File: src/rtl/mem_access_ctrl.sv
// mem_access_ctrl: single-request load/store controller in front of a 256x8
// byte RAM with a MOC handshake. Doublewords are split into two word accesses
// (high word at the lower address). Optional Moc timeout: `define MEM_TIMEOUT_EN.
module mem_access_ctrl #(
  parameter int ADDR_W      = 8,
  parameter int MOC_TIMEOUT = 15
) (
  input  logic              Clk,
  input  logic              Reset,
  input  logic              Req,
  input  logic              Rw,
  input  logic [1:0]        Size,
  input  logic              Signed,
  input  logic [ADDR_W-1:0] Addr,
  input  logic [63:0]       WData,
  output logic              Busy,
  output logic              Done,
  output logic              Err,
  output logic [63:0]       RData,
  output logic              MemEnable,
  output logic              MemReadWrite,
  output logic [ADDR_W-1:0] MemAddress,
  output logic [31:0]       MemDataIn,
  output logic [1:0]        MemMode,
  input  logic [31:0]       MemDataOut,
  input  logic              Moc
);

  typedef enum logic [1:0] {
    S_IDLE    = 2'd0,
    S_ACCESS  = 2'd1,
    S_RELEASE = 2'd2,
    S_FINISH  = 2'd3
  } state_t;

  state_t state_q, state_d;

  logic              rw_q, rw_d;
  logic [1:0]        size_q, size_d;
  logic              signed_q, signed_d;
  logic [ADDR_W-1:0] addr_q, addr_d;
  logic [63:0]       wdata_q, wdata_d;
  logic              half2_q, half2_d;
  logic              err_q, err_d;
  logic [31:0]       hi_q, hi_d;
  logic [31:0]       lo_q, lo_d;
  logic [63:0]       rdata_q, rdata_d;

`ifdef MEM_TIMEOUT_EN
  localparam int TMO_W = $clog2(MOC_TIMEOUT + 1);
  logic [TMO_W-1:0]  tmo_q, tmo_d;
`endif

  logic        misaligned;
  logic        dword_first;
  logic [31:0] store_word;
  logic [63:0] load_fmt;

  // Alignment check on the incoming request
  always_comb begin
    misaligned = 1'b0;
    case (Size)
      2'b01:   misaligned = Addr[0];
      2'b10:   misaligned = (Addr[1:0] != 2'b00);
      2'b11:   misaligned = (Addr[2:0] != 3'b000);
      default: misaligned = 1'b0;
    endcase
  end

  assign dword_first = (size_q == 2'b11) && !half2_q;

  // Store data lane selection; unused bits forced to zero
  always_comb begin
    store_word = '0;
    case (size_q)
      2'b00:   store_word = {24'h0, wdata_q[7:0]};
      2'b01:   store_word = {16'h0, wdata_q[15:0]};
      2'b10:   store_word = wdata_q[31:0];
      default: store_word = half2_q ? wdata_q[31:0] : wdata_q[63:32];
    endcase
  end

  // Load result extension/assembly from the captured word(s)
  always_comb begin
    load_fmt = '0;
    case (size_q)
      2'b00:   load_fmt = {{56{signed_q & lo_q[7]}},  lo_q[7:0]};
      2'b01:   load_fmt = {{48{signed_q & lo_q[15]}}, lo_q[15:0]};
      2'b10:   load_fmt = {{32{signed_q & lo_q[31]}}, lo_q};
      default: load_fmt = {hi_q, lo_q};
    endcase
  end

  // State and datapath registers
  always_ff @(posedge Clk) begin
    if (Reset) begin
      state_q  <= S_IDLE;
      rw_q     <= 1'b1;
      size_q   <= 2'b00;
      signed_q <= 1'b0;
      addr_q   <= '0;
      wdata_q  <= '0;
      half2_q  <= 1'b0;
      err_q    <= 1'b0;
      hi_q     <= '0;
      lo_q     <= '0;
      rdata_q  <= '0;
`ifdef MEM_TIMEOUT_EN
      tmo_q    <= '0;
`endif
    end else begin
      state_q  <= state_d;
      rw_q     <= rw_d;
      size_q   <= size_d;
      signed_q <= signed_d;
      addr_q   <= addr_d;
      wdata_q  <= wdata_d;
      half2_q  <= half2_d;
      err_q    <= err_d;
      hi_q     <= hi_d;
      lo_q     <= lo_d;
      rdata_q  <= rdata_d;
`ifdef MEM_TIMEOUT_EN
      tmo_q    <= tmo_d;
`endif
    end
  end

  // Next-state logic and RAM-side outputs
  always_comb begin
    state_d  = state_q;
    rw_d     = rw_q;
    size_d   = size_q;
    signed_d = signed_q;
    addr_d   = addr_q;
    wdata_d  = wdata_q;
    half2_d  = half2_q;
    err_d    = err_q;
    hi_d     = hi_q;
    lo_d     = lo_q;
    rdata_d  = rdata_q;
`ifdef MEM_TIMEOUT_EN
    tmo_d    = tmo_q;
`endif

    Busy         = (state_q != S_IDLE);
    Done         = 1'b0;
    Err          = 1'b0;
    MemEnable    = 1'b0;
    MemReadWrite = 1'b1;
    MemAddress   = '0;
    MemDataIn    = '0;
    MemMode      = 2'b00;

    case (state_q)
      S_IDLE: begin
        if (Req) begin
          rw_d     = Rw;
          size_d   = Size;
          signed_d = Signed;
          addr_d   = Addr;
          wdata_d  = WData;
          half2_d  = 1'b0;
          err_d    = misaligned;
          state_d  = misaligned ? S_FINISH : S_ACCESS;
`ifdef MEM_TIMEOUT_EN
          tmo_d    = '0;
`endif
        end
      end

      S_ACCESS: begin
        MemEnable    = 1'b1;
        MemReadWrite = rw_q;
        MemAddress   = addr_q;
        MemMode      = (size_q == 2'b11) ? 2'b10 : size_q;
        if (!rw_q) MemDataIn = store_word;
        if (Moc) begin
          if (rw_q) begin
            if (dword_first) hi_d = MemDataOut;
            else             lo_d = MemDataOut;
          end
          state_d = S_RELEASE;
        end
`ifdef MEM_TIMEOUT_EN
        else if (tmo_q == TMO_W'(MOC_TIMEOUT - 1)) begin
          err_d   = 1'b1;
          state_d = S_FINISH;
        end else begin
          tmo_d = tmo_q + 1'b1;
        end
`endif
      end

      S_RELEASE: begin
        if (!Moc) begin
          if (dword_first) begin
            half2_d = 1'b1;
            addr_d  = addr_q + ADDR_W'(4);
            state_d = S_ACCESS;
`ifdef MEM_TIMEOUT_EN
            tmo_d   = '0;
`endif
          end else begin
            if (rw_q) rdata_d = load_fmt;
            state_d = S_FINISH;
          end
        end
      end

      default: begin
        Done    = 1'b1;
        Err     = err_q;
        state_d = S_IDLE;
      end
    endcase
  end

  assign RData = rdata_q;

endmodule

File: config.mk
export PLATFORM = sky130hd
export DESIGN_NAME = mem_access_ctrl
export DESIGN_NICKNAME = d
export VERILOG_FILES = /design/src/rtl/mem_access_ctrl.sv
export SDC_FILE = /design/constraint.sdc
export NUM_CORES = 1
export LEC_CHECK = 0
export ABC_AREA = 0
export CAP_MARGIN = 20
export CORE_MARGIN = 2
export CORE_UTILIZATION = 44
export DETAILED_ROUTE_END_ITERATION = 6
export HOLD_SLACK_MARGIN = 0.03
export PLACE_DENSITY = 0.78
export SLEW_MARGIN = 20
export SYNTH_ARGS = -nofsm -noshare
export SYNTH_HDL_FRONTEND = slang
export SYNTH_SLANG_ARGS = --single-unit
File: constraint.sdc
create_clock -name Clk -period 1.65 [get_ports Clk]
set_clock_uncertainty 0.15 [all_clocks]
set_input_delay 0.33 -clock Clk [delete_from_list [all_inputs] [get_ports Clk]]
set_output_delay 0.33 -clock Clk [all_outputs]
set_load 0.01 [all_outputs]
==> run_results.csv <==
group,metric,value,unit
worst_setup_path,cp_common_cell,"buf_4",
grt,grt_pass1_wl,44100,µm
power_and_ir_drop,powerDensity,929,mW/mm²
worst_setup_path,worstPathArrival,1.86,ns
worst_setup_path,start_kind,"register",
floorplan,ios,223,
sta,drv_slew,0,
yosys,synth_top_family_by_area,"simple AND/OR/NAND/NOR gates",
sta,setup_viol,259,
routing,drtIter0Drc,754,
grt,antenna_found_initial,1,
status,status,"finished, violations left",
sta,setup_slack,-0.687,ns
yosys,synthDistinctLibCells,40,
yosys,synth-seq-area-share,49.6,%
yosys,synth_adder_area_share,0.149,%
clock_tree,cts_made_buffers,22,
floorplan,start_util,44.9,%
routing,vias,9694,
yosys,synth_area,0.00840,mm²
yosys,postSynthCellCount,1084,
sta,max_freq,428,MHz
floorplan,coreArea,0.0187,mm²
worst_setup_path,worst_ep_required_time,1.17,ns
yosys,yosysWarnings,0,
worst_setup_path,criticalPathCategory,"register to primary output",
yosys,synthMuxAreaShare,0.238,%
status,violations,"setup timing",
floorplan,fp.dieW,142,µm
place,gp_congestion,0.878,
cells_and_area,num_antenna_cells,0,
routing,wl_per_cell,22.2,µm
sta,rsz0062_at_grt,"true",
grt,grt_pass1_vias,8507,
clock_tree,cts_buffer_depth,3,
clock_tree,cts_tree,"yes",
worst_setup_path,r2r-start,"state_q[0]",
cells_and_area,fin_util,78.9,%
yosys,yosys.area_share.simple,24.8,%
worst_setup_path,endpoint_kind,"primary output",
flow_run,timing.max_cap.violations,0,
cells_and_area,design_area,0.0148,mm²
grt,grt_usage,27.1,%
clock_tree,cts_num_sinks,208,
hold_path,min_from,"Reset",
cells_and_area,drive_gt1_share,39.4,%
cells_and_area,final_common_cell,"nand2_1",
cells_and_area,final_cell_mix,"nand2_1 (330), dfxtp_1 (201), clkdlybuf4s50_1 (110)",
floorplan,core.rowCount,50,
worst_setup_path,crit_slowest_cell,"dfxtp_2",
power_and_ir_drop,leakage,5.72,nW
sta,max_slew.worst_pin.slew,0.532,ns
worst_setup_path,crit_path_cell_trace,"buf_4 > nor2b_4 > buf_4 > nand2_1 > a21oi_4 > buf_6",
floorplan,die_area,0.0202,mm²
worst_setup_path,startpoint,"size_q[0]",
power_and_ir_drop,peakVddDrop,0.00105,V
routing,drc,0,
grt,grt_overflow,0,
clock_tree,path_clk_slew,0.07,ns
sta,hold_viol_final,0,
cells_and_area,nets,1523,
place,numPortBuffers,222,
worst_setup_path,slowest_delay,0.39,ns
cells_and_area,area_growth_syn_to_layout,75.6,%
worst_setup_path,cp_max_fo,8,
clock_tree,cts_root_buf,"clkbuf_16",
routing,ant_nets,0,
yosys,ys_ff_latch,208,
sta,relSlewSlack,64.2,%
yosys,postSynthAreaPerCell,7.75,µm²
routing,routed_wirelength,36800,µm
grt,grt_max_degree,51,
place,dp_hpwl,16800,µm
sta,finalCriticalPeriod,2.34,ns
yosys,synth_nets,1197,
yosys,synthXorXnorAreaFrac,0,%
yosys,synth-compound-area-share,20.1,%
clock_tree,ctsHoldBuffers,0,
sta,finalCritPeriodShare,142,%
place,placed_cell_area,0.0114,mm²
floorplan,die_h,142,µm
routing,first_pass_iters,6,
hold_path,min_path_type,"input port to register",
clock_tree,clock_latency,0.52,ns
clock_tree,cts_htree_levels,1,
routing,vias_per_cell,5.85,
sta,finalSetupTns,-113.98,ns
[state kept, by name, summed over array words and instances, names as in the netlist]
register / count
size_q: 2
state_q: 2
lo_q: 32
err_q: 1
half2_q: 1
rw_q: 1
signed_q: 1
RData: 64
wdata_q: 64
addr_q: 8
hi_q: 32
[through the flow]
step | power, W | std cells | hold WS (ns) | setup slack [ns]
floorplan | 0.00658 | 1084 | 0.282 | -0.141
global placement | 0.00754 | 1524 | 0.289 | -0.452
detailed placement | 0.00759 | 1524 | 0.294 | -0.536
CTS | 0.0126 | 1614 | 0.0583 | -0.596
global route | 0.0141 | 1657 | 0.0933 | -0.725
finish | 0.0137 | 1657 | 0.0877 | -0.687
[layout make-up]
cell class                      count  area, µm²
Timing Repair Buffer              386       4390
Fill cell                        1081       3950
Sequential cell                   208       4180
Inverter                            5       18.8
Tap cell                          234        293
Clock buffer                       31        614
Multi-Input combinational cell    787       5200
Clock inverter                      6       66.3
[power by group]
group          internal (W)  total [W]  switching (W)
sequential          0.00533    0.00557       0.000244
combinational       0.00164    0.00326        0.00162
clock               0.00275    0.00488        0.00213
[routing by layer]
| layer | global-route usage (%) | wire length (µm) | up-vias |
|---|---|---|---|
| met3 | 6.49 | 3350 | 206 |
| li1 | - | - | 4233 |
| met4 | 9.89 | 2530 | 0 |
| met5 | 0 | 0 | - |
| met2 | 47.0 | 18100 | 640 |
| met1 | 32.7 | 12800 | 4615 |
[synth_stat cells (all sizes together)]
cell     instances  area share [%]
a2111oi          1            0.10
a211oi          57             6.9
a21oi          180              11
a221o            1            0.12
a221oi           1            0.31
a22o             3            0.31
a311oi           1            0.10
a31oi            1            0.15
a32oi            3            0.31
and2            17             1.3
and3             2            0.15
and3b            1            0.10
and4bb           1            0.15
buf             39             2.8
clkbuf          49             2.2
dfxtp          208              50
ha               1            0.15
inv              5            0.22
mux2i            2            0.24
nand2          397              18
nand2b           8            0.60
nand3            7            0.42
nand3b           2            0.22
nand4b           1            0.10
nor2            69             3.1
nor2b            5            0.37
nor3             4            0.24
nor3b            1           0.089
nor4             1           0.075
o21ai           10            0.60
o21ba            1            0.12
o311a            1            0.12
o31a             1            0.21
or2              3            0.22
[final timing paths]
kind,endpoint,slack (ns),cells past startpoint
hold reg to reg,RData[6],0.30,2
setup reg to reg,wdata_q[47],-0.60,13
hold / removal,lo_q[30],0.09,2
setup / recovery,MemDataIn[25],-0.69,6
[critical path, delay by kind of cell, from the launching register on]
| kind | cells | cell delay [ns] |
|---|---|---|
| simple gates | 2 | 0.32 |
| flops | 1 | 0.39 |
| buf+inv | 3 | 0.45 |
| compound gates | 1 | 0.17 |
[kinds of logic after synthesis]
logic type,count (synthesis)
AOI/OAI and AO/OA,261
adders and majority gates,1
buffers and inverters,93
DFF,208
muxes,2
and+or+nand+nor,519
[repair_timing]
action	in CTS	in global routing
resized for setup	385	367
setup endpoints to repair	248	284
buffers inserted	39	26
cloned	14	36
pin swaps	54	100
No activity file was read; power rests on OpenSTA's default activity.
